**src/rtl/pe_ctrl_pkg.sv**
```systemverilog
// Shared types and helpers for the PE column sequencer.
package pe_ctrl_pkg;

    typedef enum logic [2:0] {
        IDLE,
        W_WAIT,
        W_SHIFT,
        W_LOAD,
        COMP,
        DRAIN,
        DONE
    } seq_state_e;

    // Activation pop to column psum: ROWS-deep skew in, ROWS-deep accumulate, one output stage.
    function automatic int unsigned pipe_lat(input int unsigned rows);
        return 2 * rows + 1;
    endfunction

endpackage

```
**src/rtl/pe_column_sequencer_if.sv**
```systemverilog
// Handshake/config bundle between the buffers, the PE column and the column sequencer.
interface pe_column_sequencer_if #(
    parameter int unsigned VEC_W = 12
);

    logic             start;
    logic [VEC_W-1:0] cfg_num_vec;
    logic             cfg_reuse_w;
    logic             w_avail;
    logic             w_pop;
    logic             pe_weight_load;
    logic             act_avail;
    logic             act_pop;
    logic             act_zero;
    logic             psum_valid;
    logic             busy;
    logic             done;
    logic [VEC_W-1:0] vec_cnt;

    // Sequencer side.
    modport master (
        input  start, cfg_num_vec, cfg_reuse_w, w_avail, act_avail,
        output w_pop, pe_weight_load, act_pop, act_zero, psum_valid, busy, done, vec_cnt
    );

    // Buffer / array side.
    modport slave (
        output start, cfg_num_vec, cfg_reuse_w, w_avail, act_avail,
        input  w_pop, pe_weight_load, act_pop, act_zero, psum_valid, busy, done, vec_cnt
    );

endinterface

```
**src/rtl/valid_delay_line.sv**
```systemverilog
// Generic registered valid pipe: o_out is i_in delayed by DEPTH cycles, o_empty when no bit is set.
module valid_delay_line #(
    parameter int unsigned DEPTH = 9
) (
    input  logic i_clk,
    input  logic i_rst,
    input  logic i_in,
    output logic o_out,
    output logic o_empty
);

    logic [DEPTH-1:0] r_pipe;

    // Shift every cycle regardless of sequencer state; only reset clears in-flight valids.
    always_ff @(posedge i_clk) begin
        if (i_rst) begin
            r_pipe <= '0;
        end else begin
            r_pipe[0] <= i_in;
            for (int i = 1; i < int'(DEPTH); i++) begin
                r_pipe[i] <= r_pipe[i-1];
            end
        end
    end

    assign o_out   = r_pipe[DEPTH-1];
    assign o_empty = (r_pipe == '0);

endmodule

```
**src/rtl/pe_column_sequencer.sv**
```systemverilog
// Sequencer for one weight-stationary PE column: weight shift/load, activation streaming with
// zero bubbles, and per-vector tracking to the column output.
module pe_column_sequencer
    import pe_ctrl_pkg::*;
#(
    parameter int unsigned ROWS     = 4,
    parameter int unsigned PIPE_LAT = pipe_lat(ROWS),
    parameter int unsigned VEC_W    = 12
) (
    input logic                  i_clk,
    input logic                  i_rst,
    pe_column_sequencer_if.master bus
);

    localparam int unsigned CNT_W = (ROWS > 1) ? $clog2(ROWS) : 1;

    seq_state_e       r_state;
    logic [CNT_W-1:0] r_shift_cnt;
    logic [VEC_W-1:0] r_vec_cnt;
    logic [VEC_W-1:0] r_num_vec;

    logic             w_act_pop;
    logic             w_psum_valid;
    logic             w_dly_empty;
    logic [VEC_W-1:0] w_vec_cnt_nxt;

    assign w_act_pop     = (r_state == COMP) && bus.act_avail;
    assign w_vec_cnt_nxt = r_vec_cnt + VEC_W'(1);

    // Job FSM with weight shift counter and issued-vector counter.
    always_ff @(posedge i_clk) begin
        if (i_rst) begin
            r_state     <= IDLE;
            r_shift_cnt <= '0;
            r_vec_cnt   <= '0;
            r_num_vec   <= '0;
        end else begin
            unique case (r_state)
                IDLE: begin
                    if (bus.start) begin
                        r_num_vec <= bus.cfg_num_vec;
                        r_vec_cnt <= '0;
                        if (!bus.cfg_reuse_w) begin
                            r_state <= W_WAIT;
                        end else if (bus.cfg_num_vec == '0) begin
                            // Nothing to stream with resident weights: COMP could never exit.
                            r_state <= DRAIN;
                        end else begin
                            r_state <= COMP;
                        end
                    end
                end
                W_WAIT: begin
                    // Burst only once the whole column of weights is guaranteed.
                    if (bus.w_avail) begin
                        r_shift_cnt <= '0;
                        r_state     <= W_SHIFT;
                    end
                end
                W_SHIFT: begin
                    if (r_shift_cnt == CNT_W'(ROWS - 1)) begin
                        r_state <= W_LOAD;
                    end else begin
                        r_shift_cnt <= r_shift_cnt + CNT_W'(1);
                    end
                end
                W_LOAD: begin
                    r_state <= (r_num_vec == '0) ? DRAIN : COMP;
                end
                COMP: begin
                    if (w_act_pop) begin
                        r_vec_cnt <= w_vec_cnt_nxt;
                        if (w_vec_cnt_nxt == r_num_vec) begin
                            r_state <= DRAIN;
                        end
                    end
                end
                DRAIN: begin
                    if (w_dly_empty) begin
                        r_state <= DONE;
                    end
                end
                DONE: begin
                    r_state <= IDLE;
                end
                default: begin
                    r_state <= IDLE;
                end
            endcase
        end
    end

    valid_delay_line #(
        .DEPTH (PIPE_LAT)
    ) u_valid_dly (
        .i_clk   (i_clk),
        .i_rst   (i_rst),
        .i_in    (w_act_pop),
        .o_out   (w_psum_valid),
        .o_empty (w_dly_empty)
    );

    // Output decode from registered state; act_pop is the only path from an input.
    always_comb begin
        bus.w_pop          = (r_state == W_SHIFT);
        bus.pe_weight_load = (r_state == W_LOAD);
        bus.act_pop        = w_act_pop;
        // Any cycle without a real vector feeds a zero activation into the column.
        bus.act_zero       = !w_act_pop;
        bus.psum_valid     = w_psum_valid;
        bus.busy           = (r_state != IDLE);
        bus.done           = (r_state == DONE);
        bus.vec_cnt        = r_vec_cnt;
    end

endmodule

```
**src/flat_wrapper.sv**
```systemverilog
// flat-port wrapper written by rule: the top's interface ports become plain ports
module pe_column_sequencer_flat import pe_ctrl_pkg::*;
#(
    parameter int unsigned ROWS     = 4,
    parameter int unsigned PIPE_LAT = pipe_lat(ROWS),
    parameter int unsigned VEC_W    = 12
)
  (i_clk, i_rst, bus_start, bus_cfg_num_vec, bus_cfg_reuse_w, bus_w_avail, bus_act_avail, bus_w_pop, bus_pe_weight_load, bus_act_pop, bus_act_zero, bus_psum_valid, bus_busy, bus_done, bus_vec_cnt);
  pe_column_sequencer_if #(.VEC_W(VEC_W)) bus_i ();
  input logic i_clk;
  input logic i_rst;
  input wire logic [$bits(bus_i.start)-1:0] bus_start;
  input wire logic [$bits(bus_i.cfg_num_vec)-1:0] bus_cfg_num_vec;
  input wire logic [$bits(bus_i.cfg_reuse_w)-1:0] bus_cfg_reuse_w;
  input wire logic [$bits(bus_i.w_avail)-1:0] bus_w_avail;
  input wire logic [$bits(bus_i.act_avail)-1:0] bus_act_avail;
  output wire logic [$bits(bus_i.w_pop)-1:0] bus_w_pop;
  output wire logic [$bits(bus_i.pe_weight_load)-1:0] bus_pe_weight_load;
  output wire logic [$bits(bus_i.act_pop)-1:0] bus_act_pop;
  output wire logic [$bits(bus_i.act_zero)-1:0] bus_act_zero;
  output wire logic [$bits(bus_i.psum_valid)-1:0] bus_psum_valid;
  output wire logic [$bits(bus_i.busy)-1:0] bus_busy;
  output wire logic [$bits(bus_i.done)-1:0] bus_done;
  output wire logic [$bits(bus_i.vec_cnt)-1:0] bus_vec_cnt;
  assign bus_i.start = bus_start;
  assign bus_i.cfg_num_vec = bus_cfg_num_vec;
  assign bus_i.cfg_reuse_w = bus_cfg_reuse_w;
  assign bus_i.w_avail = bus_w_avail;
  assign bus_i.act_avail = bus_act_avail;
  assign bus_w_pop = bus_i.w_pop;
  assign bus_pe_weight_load = bus_i.pe_weight_load;
  assign bus_act_pop = bus_i.act_pop;
  assign bus_act_zero = bus_i.act_zero;
  assign bus_psum_valid = bus_i.psum_valid;
  assign bus_busy = bus_i.busy;
  assign bus_done = bus_i.done;
  assign bus_vec_cnt = bus_i.vec_cnt;
  pe_column_sequencer #(.ROWS(ROWS), .PIPE_LAT(PIPE_LAT), .VEC_W(VEC_W)) u_core (.i_clk(i_clk), .i_rst(i_rst), .bus(bus_i));
endmodule
```
**config.mk**
```make
export PLATFORM = sky130hd
export DESIGN_NAME = pe_column_sequencer_flat
export DESIGN_NICKNAME = d
export VERILOG_FILES = /design/src/rtl/pe_ctrl_pkg.sv /design/src/rtl/pe_column_sequencer_if.sv /design/src/rtl/valid_delay_line.sv /design/src/rtl/pe_column_sequencer.sv /design/src/flat_wrapper.sv
export SDC_FILE = /design/constraint.sdc
export NUM_CORES = 1
export LEC_CHECK = 0
export BUFFER_PORTS_ARGS = -buffer_cell sky130_fd_sc_hd__buf_4
export CORE_MARGIN = 2
export CORE_UTILIZATION = 45
export DETAILED_ROUTE_END_ITERATION = 7
export GPL_TIMING_DRIVEN = 0
export PLACE_DENSITY = 0.78
export SYNTH_ARGS = -nofsm -noshare
export SYNTH_HDL_FRONTEND = slang
export SYNTH_SLANG_ARGS = --single-unit
```
**constraint.sdc**
```tcl
create_clock -name i_clk -period 3.8 [get_ports i_clk]
set_clock_uncertainty 0.15 [all_clocks]
set_input_delay 0.95 -clock i_clk [delete_from_list [all_inputs] [get_ports i_clk]]
set_output_delay 0.95 -clock i_clk [all_outputs]
set_load 0.02 [all_outputs]
```
==> results of run 1 <==
[placed cells by master (no fill, tap or decap), types with 2 or more instances in the layout]
cell type and n:
and3_1 2, buf_2 2, and2_1 2, buf_6 2
ha_1 3, nor2b_1 9, inv_1 2, o2111a_1 2
clkbuf_8 5, xor2_1 6, clkbuf_1 7, o31ai_1 2
nand2_1 44, inv_2 3, nor3_1 9, dfxtp_1 38
o21ai_1 2, buf_4 36, nand3_1 9, mux2i_1 2
nor2_1 23, o21ai_0 10, nand4_1 4, bufinv_16 2
or2_2 2, nand3b_1 3, xnor2_1 5, a21oi_1 33
nor4_1 9
[layout make-up]
| type | instances | area (µm²) | area share [%] |
|---|---|---|---|
| clock buffers | 5 | 68.8 | 2.74 |
| well taps | 52 | 65.1 | 2.59 |
| plain buffers | 13 | 75.1 | 2.99 |
| flip-flops and latches | 38 | 761 | 30.3 |
| clock inverters | 3 | 68.8 | 2.74 |
| multi-input cells | 206 | 1190 | 47.5 |
| repair buffers | 35 | 263 | 10.5 |
| inverters | 5 | 18.8 | 0.747 |
[worst max-delay path, delay by kind of cell]
kind | cells | cell delay [ns]
buf+inv | 3 | 0.78
simple gates | 1 | 0.27
[path summary, 6_finish.rpt]
path | endpoint | slack, ns
max | bus_act_zero | 0.69
min | u_core.u_valid_dly.r_pipe[6] | 0.32
max reg2reg | u_core.r_state[0] | 1.55
min reg2reg | u_core.u_valid_dly.r_pipe[6] | 0.32
[kinds of logic (layout without fill, tap and decap cells)]
group / Yosys count / after routing
buffers and inverters: 18 / 61
AND/OR/NAND/NOR: 129 / 129
XOR/XNOR: 11 / 11
adder cells (fa/ha/maj): 3 / 3
AO/OA/AOI/OAI: 61 / 61
multiplexers: 2 / 2
flip-flops: 38 / 38
[through the flow]
| step | hold WS [ns] | instance area, µm² | utilization [%] | power [mW] | std cells |
|---|---|---|---|---|---|
| finish | 0.318 | 2510 | 57.7 | 1.20 | 357 |
| detailed placement | 0.308 | 2370 | 54.5 | 0.788 | 349 |
| global route | 0.329 | 2510 | 57.7 | 1.27 | 357 |
| CTS | 0.319 | 2510 | 57.7 | 1.20 | 357 |
| global placement | 0.295 | 2370 | 54.5 | 0.784 | 349 |
| floorplan | 0.288 | 2050 | - | 0.692 | 262 |
[sequential cells by signal (all words and copies together) (netlist names)]
name and flops:
u_core.bus.vec_cnt 12, u_core.r_state 3, u_core.r_num_vec 12, u_core.r_shift_cnt 2, u_core.u_valid_dly.r_pipe 9
[per-layer routing]
metal / global-route usage, % / wire, µm / vias to the layer above / part of all wire, %
li1: - / - / 1022 / -
met1: 30.2 / 2420 / 922 / 47
met2: 32.6 / 2260 / 77 / 44
met3: 4.78 / 384 / 8 / 7.5
met4: 9.64 / 91 / 0 / 1.8
met5: 0 / 0 / - / 0
[report_power, final]
group          total, mW  switching (mW)  internal (mW)
Clock              0.413           0.150          0.263
Combinational      0.323           0.196          0.126
Sequential         0.461          0.0323          0.428
==> results.txt, run 1 <==
Initial antenna violation count - 0
Crit path top cell by count - buf_4
Main synth FF type - dfxtp_1
CTS resizes - 0
Status - complete, no violations
Synth area leaders - dfxtp_1, a21oi_1, nand2_1, nor2_1, nor2b_1
Slew HR - 63.8%
RSZ-0062 raised after global routing - no
Post-Syn Instances - 262
Post-route worst setup slack - 0.687 ns
CORE AREA - 4350 µm²
Mean post-synth cell area - 7.81 µm²
Count leader, synth - nand2_1
# setup viols final - 0
Slew @ Worst Pin - 0.544 ns
Pwr/cell area - 476 nW/µm²
WP data required - 2.70 ns
Num CTS Buffers - 5
Final net count - 325
Max-Cap Viols - 0
IR drop worst, VDD - 0.301 mV
Synth async-reset ratio - 0%
Die width - 71.4 µm
Starting density of the core - 47.0%
Simple-gate portion of the synthesized area - 32.6%
Number of diodes - 0
Drt first pass iters - 4
Crit path kind - input pin to output pin
Element type at the critical path end - output pin
# hold bufs at CTS - 0
Remaining antenna violation count - 0
Vias post-DR - 2029
First-pass GRT wire length - 8820 µm
Setup WS pre-CTS - 0.697 ns
Crit path launch - bus_act_avail
Hold Fails Final Rpt - 0
Synth area leader - dfxtp_1
Post-synthesis sequential area ratio - 37.2%
Final WL - 5150 µm
Area delta synth->final - 22.7%
DIE HEIGHT - 71.4 µm
Port bufs - 35
IO Count - 37
Share of the synthesized area in the top cell type - 37.2%
Period utilization - 81.9%
Maximum clock rate - 0.321 GHz
CP cell instances - buf_4, nand4_1, clkbuf_1, buf_4
GRT overflow - 0
Largest family of logic cells by synthesized area - simple AND/OR/NAND/NOR gates
Vias per inst - 5.68
DR DRC count - 0
Post-synth EDFFs - 0
Post-CTS Setup Bufs - 0
Post-synth net total - 283
CP max stage cell - clkbuf_1
Rows - 24
H-tree lvl count - 2
Synthesized cell area - 2050 µm²
Largest net degree at the start of global routing - 14
Routability cong. - 0.926
Unique masters post-synth - 53
Yosys warning count - 0
Post-synth top cells - nand2_1, dfxtp_1, a21oi_1, nor2_1, o21ai_0
Data arrival, critical path - 2.01 ns
Vias in the first global route - 1898
Critical Path Max Stage Delay - 0.44 ns
RR Startpoint - u_core.bus.vec_cnt[0]
Compound-Gate Fraction of Synth Area - 18.2%
Worst-skew pair later-pin latency - 0.29 ns
Critical Path Fanout Max - 10
Adder-cell share of the synthesized area - 1.83%
Worst-path clk slew - 0.07 ns
Layout cells sized above 1 - 20.3%
Die ar. - 5100 µm²
TritonCTS Sinks - 38
Clock root buffer - clkbuf_8
TritonCTS clock tree - built
Worst reg-to-reg path cell count - 7
Tot GR Track Use - 21.8%
Routed len/inst - 14.4 µm
Hold Startpoint - u_core.u_valid_dly.r_pipe[5]
Hold Path Cell Cnt - 1
Starting DRT DRC Count - 236
Final TNS setup - 0 ns
Slew Viols, Final - 0
Mux share of post-synthesis cell area - 0.978%
Worst hold path class - flip-flop to flip-flop
Post-Synth XOR/XNOR Area - 4.71%
Fill cell count - 411
Lkg Pwr - 1.01 nW
Maximum root-to-sink buffer count - 2
Min Clock Period, post-route - 3.11 ns
Yosys reg bits - 38
Startpoint types - input pin
DP HPWL - 3770 µm
Note: power is estimated with default switching activity, not from simulation.
==> run 2, diff against run 1 <==
--- a/config.mk
+++ b/config.mk
@@ -5,12 +5,13 @@
 export SDC_FILE = /design/constraint.sdc
 export NUM_CORES = 1
 export LEC_CHECK = 0
+export ABC_AREA = 1
 export BUFFER_PORTS_ARGS = -buffer_cell sky130_fd_sc_hd__buf_4
 export CORE_MARGIN = 2
 export CORE_UTILIZATION = 45
 export DETAILED_ROUTE_END_ITERATION = 7
 export GPL_TIMING_DRIVEN = 0
-export PLACE_DENSITY = 0.78
+export PLACE_DENSITY = 0.77
 export SYNTH_ARGS = -nofsm -noshare
 export SYNTH_HDL_FRONTEND = slang
 export SYNTH_SLANG_ARGS = --single-unit
==> constraint.sdc (replaced) <==
create_clock -name i_clk -period 3 [get_ports i_clk]
set_clock_uncertainty 0.15 [all_clocks]
set_input_delay 0.75 -clock i_clk [delete_from_list [all_inputs] [get_ports i_clk]]
set_output_delay 0.75 -clock i_clk [all_outputs]
set_load 0.02 [all_outputs]
==> run 2 against run 1 <==
Effect of this change: sequential power up 43%; via count is 7.0% higher; final cell count rose by 16%; die area up 2.4%; synthesized cell count rose by 22%; critical path depth up 2; design area is 2.1% higher; utilization up 0.41 points; flip-flop and latch count stayed put; routed wire length is 2.0% higher; clock-buffer cell count rose by 1; largest cell class unchanged.
==> results.txt, run 2 <==
Post-synth top cells - nand2_1, inv_1, dfxtp_1, nand3_1, nor2_1
Clock root buffer - clkbuf_8
Layout cells sized above 1 - 16.3% (-4.0 points)
Die width - 72.3 µm (+1.2%)
Vias per inst - 5.25 (-7.7%)
IO Count - 37 (unchanged)
Largest net degree at the start of global routing - 13 (-1)
RR Startpoint - u_core.bus.vec_cnt[0]
Starting density of the core - 47.5% (+0.52 points)
CP max stage cell - inv_1
Max-Cap Viols - 0 (unchanged)
Crit path kind - flip-flop to output pin
Crit path launch - u_core.r_state[0]
Share of the synthesized area in the top cell type - 36.3% (-0.91 points)
Worst Setup EP - bus_act_pop
Power, Total - 1.90 mW (+59%)
Post-Syn Instances - 320 (+22%)
Maximum root-to-sink buffer count - 2 (unchanged)
Fill cell count - 440 (+7.1%)
Worst R2R Setup Slack - 0.85 ns (-0.70 ns)
Placed Cells - 407 (+17%)
Worst reg-to-reg path cell count - 14 (+7)
Status - complete, no violations
Count leader, synth - nand2_1
Most common cell after layout, fill and taps aside - nand2_1
Mean post-synth cell area - 6.56 µm² (-16%)
Vias post-DR - 2172 (+7.0%)
Data arrival, critical path - 1.79 ns (-0.22 ns)
Yosys warning count - 0 (unchanged)
Pwr/cell area - 741 nW/µm² (+56%)
CP bufs+invs - 3 (unchanged)
Lkg Pwr - 1.10 nW (+8.9%)
Die ar. - 5230 µm² (+2.4%)
GRT overflow - 0 (unchanged)
Tot GR Track Use - 21.5% (-0.30 points)
CP delay by family, top - buffers and inverters
Period utilization - 89.6%
CORE AREA - 4410 µm² (+1.4%)
Drt first pass iters - 4 (unchanged)
Remaining antenna violation count - 0 (unchanged)
DIE HEIGHT - 72.3 µm (+1.2%)
Element type at the critical path end - output pin
Synth area leader - dfxtp_1
Worst-skew pair later-pin latency - 0.29 ns (about the same)
WP data required - 2.10 ns (-0.60 ns)
Starting DRT DRC Count - 148 (-37%)
Num CTS Buffers - 5 (unchanged)
CP cell instances - nor2_1, nand2_1, inv_1, nand2_1, inv_1, buf_4
Final Util - 58.1% (+0.41 points)
Post-synth net total - 341 (+20%)
Port bufs - 35 (unchanged)
Startpoint types - flip-flop
Number of diodes - 0 (unchanged)
Unique masters post-synth - 33 (-38%)
Final TNS setup - 0 ns (unchanged)
Post-synthesis sequential area ratio - 36.3% (-0.91 points)
CP Depth - 6 (+2)
Vias in the first global route - 2007 (+5.7%)
IR drop worst, VDD - 0.512 mV (+70%)
Slew @ Worst Pin - 0.578 ns (+0.0340 ns)
Hold Fails Final Rpt - 0 (unchanged)
Reg2reg end - u_core.r_state[2]
Yosys reg bits - 38 (unchanged)
DP HPWL - 4040 µm (+7.2%)
RSZ-0062 raised after global routing - no
Slew HR - 61.5% (-2.3 points)
Synthesized cell area - 2100 µm² (+2.5%)
Worst-path clk slew - 0.07 ns (about the same)
TritonCTS clock tree - built
Final cell count without fillers - 414 (+16%)
Maximum clock rate - 0.372 GHz
Rows - 24 (unchanged)
TritonCTS Sinks - 38 (unchanged)
Routed len/inst - 12.7 µm (-12%)
Area delta synth->final - 22.2%
Final WL - 5260 µm (+2.0%)
Worst hold path class - flip-flop to flip-flop
Main synth FF type - dfxtp_1
Most frequent cells in the layout - nand2_1, inv_1, dfxtp_1
Post-synth EDFFs - 0 (unchanged)
Routability cong. - 0.899 (-2.9%)
Min Clock Period, post-route - 2.69 ns
First-pass GRT wire length - 8800 µm (-0.24%)
Critical Path Fanout Max - 13 (+3)
Initial antenna violation count - 0 (unchanged)
DR DRC count - 0 (unchanged)
Synth async-reset ratio - 0% (unchanged)
# setup viols final - 0 (unchanged)
Slew Viols, Final - 0 (unchanged)
Synth area leaders - dfxtp_1, nand2_1, nand3_1, inv_1, nor2_1
H-tree lvl count - 2 (unchanged)
Critical Path Max Stage Delay - 0.41 ns (-0.03 ns)
Final net count - 382 (+18%)
[run 2: cell types whose count changed after synthesis, moves of 8 or more]
| cell | previous run | this run |
|---|---|---|
| inv_1 | 2 | 47 |
| nand2_1 | 44 | 73 |
| nand3_1 | 9 | 36 |
| nor2_1 | 23 | 34 |
| nor2b_1 | 9 | 0 |
| a21oi_1 | 33 | 25 |
| nor3_1 | 9 | 1 |
[run 2: power breakdown]
part	switching, mW	internal, mW
Combinational	0.451	0.249
Clock	0.184	0.355
Sequential	0.0655	0.596
[run 2: logic make-up after synthesis]
group / synth area share, %
AND/OR/NAND/NOR: 36.3
AO/OA/AOI/OAI: 14.3
adder cells (fa/ha/maj): 1.79
XOR/XNOR: 0.835
buffers and inverters: 10.6
flip-flops: 36.3
[run 2: timing repair]
action / in CTS / in global routing
gates resized for setup: 0 / 0
endpoints found under the setup margin: 0 / 1
buffers inserted: 0 / 0
hold endpoints to repair: 0 / 0
hold buffers: 0 / 0
[run 2: worst register-to-register path: stages (launching register included)]
cell and delay (ns):
dfxtp_1 0.45, ha_1 0.25, nand3_1 0.13, nor2_1 0.17, nand3b_1 0.12, nand2_1 0.10, nand2_1 0.05, nand2_1 0.06
nand2_1 0.06, nor2_1 0.09, nand2_1 0.09, nand2_2 0.08, nand2_1 0.06, o21ai_1 0.14, inv_1 0.06
[run 2: metal layers]
metal  global-route usage [%]  vias to the layer above  share of wire, %
met3                     4.86                       10               5.8
met5                        0                        -                 0
met1                     26.8                      982                44
met2                     35.8                       64                48
li1                         -                     1116                 -
met4                     8.81                        0               1.4
[run 2: area by class of cell]
| type | count | area, µm² | area share [%] |
|---|---|---|---|
| well taps | 52 | 65.1 | 2.54 |
| flip-flops and latches | 38 | 761 | 29.7 |
| clock buffers | 6 | 82.6 | 3.22 |
| plain buffers | 8 | 38.8 | 1.51 |
| multi-input cells | 225 | 1110 | 43.5 |
| clock inverters | 2 | 60.1 | 2.34 |
| repair buffers | 35 | 263 | 10.2 |
| inverters | 48 | 180 | 7.02 |
[run 2: worst min-delay path by stage]
stage	from	endpoint	depth (start not counted)
after global placement	u_core.u_valid_dly.r_pipe[7]	u_core.u_valid_dly.r_pipe[8]	2
after detailed placement	u_core.u_valid_dly.r_pipe[4]	u_core.u_valid_dly.r_pipe[5]	2
final	u_core.u_valid_dly.r_pipe[2]	u_core.u_valid_dly.r_pipe[3]	2
after CTS	u_core.u_valid_dly.r_pipe[4]	u_core.u_valid_dly.r_pipe[5]	2
after global routing	u_core.u_valid_dly.r_pipe[4]	u_core.u_valid_dly.r_pipe[5]	2
after floorplan	u_core.u_valid_dly.r_pipe[4]	u_core.u_valid_dly.r_pipe[5]	2
[run 2: stage by stage]
| step | hold WS [ns] | cell area, µm² | setup slack (ns) |
|---|---|---|---|
| CTS | 0.276 | 2570 | 0.0900 |
| detailed placement | 0.262 | 2430 | 0.274 |
| global placement | 0.256 | 2430 | 0.245 |
| global route | 0.284 | 2560 | 0.171 |
| finish | 0.273 | 2560 | 0.313 |
| floorplan | 0.253 | 2100 | 0.642 |
==> run 3, diff against run 2 <==
--- a/config.mk
+++ b/config.mk
@@ -6,12 +6,12 @@
 export NUM_CORES = 1
 export LEC_CHECK = 0
 export ABC_AREA = 1
-export BUFFER_PORTS_ARGS = -buffer_cell sky130_fd_sc_hd__buf_4
 export CORE_MARGIN = 2
 export CORE_UTILIZATION = 45
 export DETAILED_ROUTE_END_ITERATION = 7
+export DONT_BUFFER_PORTS = 1
 export GPL_TIMING_DRIVEN = 0
-export PLACE_DENSITY = 0.77
+export PLACE_DENSITY = 0.71
 export SYNTH_ARGS = -nofsm -noshare
 export SYNTH_HDL_FRONTEND = slang
 export SYNTH_SLANG_ARGS = --single-unit
==> run 3 against run 2 <==
Effect of this change: maximum frequency grew 0.21%; sequential share of layout area grew 3.4 points; combinational power shrank 9.4%; die area is the same; global-route usage down 0.39 points; largest cell class unchanged.
==> results.txt, run 3 (synthesis results as in run 2) <==
Min Clock Period, post-route - 2.68 ns (-0.00561 ns)
Number of diodes - 0 (unchanged)
Fill cell count - 448 (+1.8%)
# setup viols final - 0 (unchanged)
Setup WS pre-CTS - 0.362 ns (+0.0883 ns)
Maximum clock rate - 0.373 GHz (+0.21%)
Final TNS setup - 0 ns (unchanged)
CORE AREA - 4410 µm² (unchanged)
Worst reg-to-reg path cell count - 14 (unchanged)
Element type at the critical path end - output pin
Initial antenna violation count - 0 (unchanged)
Vias post-DR - 2033 (-6.4%)
Fin area - 2300 µm² (-10%)
Max-Cap Viols - 0 (unchanged)
Rows - 24 (unchanged)
Lkg Pwr - 0.928 nW (-16%)
Slew Viols, Final - 0 (unchanged)
Drt first pass iters - 4 (unchanged)
Final Util - 52.2% (-6.0 points)
Hold Startpoint - u_core.u_valid_dly.r_pipe[4]
Post-CTS Setup Bufs - 0 (unchanged)
Maximum root-to-sink buffer count - 2 (unchanged)
Vias per inst - 5.35 (+2.0%)
Remaining antenna violation count - 0 (unchanged)
Crit path kind - flip-flop to output pin
DR DRC count - 0 (unchanged)
Slew HR - 60.7% (-0.79 points)
Final net count - 348 (-8.9%)
Critical Path Fanout Max - 10 (-3)
DIE HEIGHT - 72.3 µm (unchanged)
Tot GR Track Use - 21.1% (-0.39 points)
DP HPWL - 3870 µm (-4.2%)
Starting density of the core - 47.5% (unchanged)
Routed len/inst - 13.5 µm (+6.4%)
IR drop worst, VDD - 0.552 mV (+7.8%)
Worst hold path class - flip-flop to flip-flop
Largest net degree at the start of global routing - 14 (+1)
Reg2reg end - u_core.r_state[2]
Most frequent cells in the layout - nand2_1, inv_1, dfxtp_1
Crit path launch - u_core.r_state[1]
Vias in the first global route - 1807 (-10%)
Power, Total - 1.83 mW (-3.8%)
RR Startpoint - u_core.bus.vec_cnt[0]
Clock root buffer - clkbuf_8
Post-DP Area - 2160 µm² (-11%)
Post-route worst setup slack - 0.319 ns (+0.00561 ns)
Period utilization - 89.4% (-0.19 points)
First-pass GRT wire length - 8510 µm (-3.2%)
Die ar. - 5230 µm² (unchanged)
Routability cong. - 0.890 (-1.0%)
Final WL - 5130 µm (-2.3%)
Pwr/cell area - 794 nW/µm² (+7.2%)
TritonCTS clock tree - built
Switching Power - 0.695 mW (-0.86%)
Num CTS Buffers - 5 (unchanged)
Hold Fails Final Rpt - 0 (unchanged)
IO Count - 37 (unchanged)
RSZ-0062 raised after global routing - no
Fin Hold WS - 0.271 ns (-0.00179 ns)
Final cell count without fillers - 380 (-8.2%)
Hold Path Cell Cnt - 2 (unchanged)
Seq pwr share - 36.3% (+1.5 points)
Worst-path clk slew - 0.08 ns (about the same)
WP data required - 2.10 ns (about the same)
Die width - 72.3 µm (unchanged)
Area delta synth->final - 9.72%
Hold endpoint - u_core.u_valid_dly.r_pipe[5]
Starting DRT DRC Count - 162 (+9.5%)
Most common cell after layout, fill and taps aside - nand2_1
Clk pwr share - 29.0% (+0.6 points)
Internal - 1.13 mW (-5.5%)
Layout cells sized above 1 - 7.62% (-8.7 points)
TritonCTS Sinks - 38 (unchanged)
GRT overflow - 0 (unchanged)
H-tree lvl count - 2 (unchanged)
Startpoint types - flip-flop
Worst-skew pair later-pin latency - 0.29 ns (about the same)
Worst R2R Setup Slack - 0.65 ns (-0.20 ns)
Combinational share of power - 34.7% (-2.1 points)
Status - complete, no violations
Placed Cells - 372 (-8.6%)
Slew @ Worst Pin - 0.589 ns (+0.0118 ns)
Port bufs - 0 (-100%)
Data arrival, critical path - 1.78 ns (about the same)
Switching part of the total - 38.0% (+1.1 points)
run 3: repair_timing:
action                                  4_1_cts  5_1_grt
endpoints found under the setup margin        0        1
gates resized for setup                       0        2
hold buffers                                  0        0
run 3: worst max path at each step:
stage | end | slack [ns]
floorplan | bus_act_pop | 0.64
global placement | bus_act_pop | 0.36
detailed placement | bus_act_pop | 0.36
CTS | bus_act_pop | 0.1
global route | bus_act_pop | 0.17
finish | bus_act_pop | 0.32
run 3: worst max-delay path: stages, from the launching register on:
cell and delay [ns]:
dfxtp_1 0.36, nor2_1 0.13, nand2_1 0.12, inv_1 0.11, nand2_1 0.23, inv_1 0.20, clkbuf_2 0.34
run 3: layout make-up:
cell class	instances	area (µm²)	share of cell area, %
plain buffers	9	43.8	1.90
clock buffers	5	68.8	2.99
clock inverters	3	68.8	2.99
inverters	48	180	7.83
multi-input cells	225	1110	48.4
flip-flops and latches	38	761	33.0
well taps	52	65.1	2.83
run 3: routing by layer:
metal,up-vias,part of all wire [%],GRT usage (%)
li1,1053,-,-
met1,905,45,26.9
met2,66,46,35.0
met3,9,7.7,5.69
met4,0,1.5,6.29
met5,-,0,0
run 3: power by group through the flow:
stage	combinational [mW]	sequential, mW	clock [mW]
global route	0.722	0.672	0.563
finish	0.634	0.664	0.531
CTS	0.634	0.663	0.536
global placement	0.622	0.674	0
detailed placement	0.628	0.674	0
floorplan	0.501	0.662	0
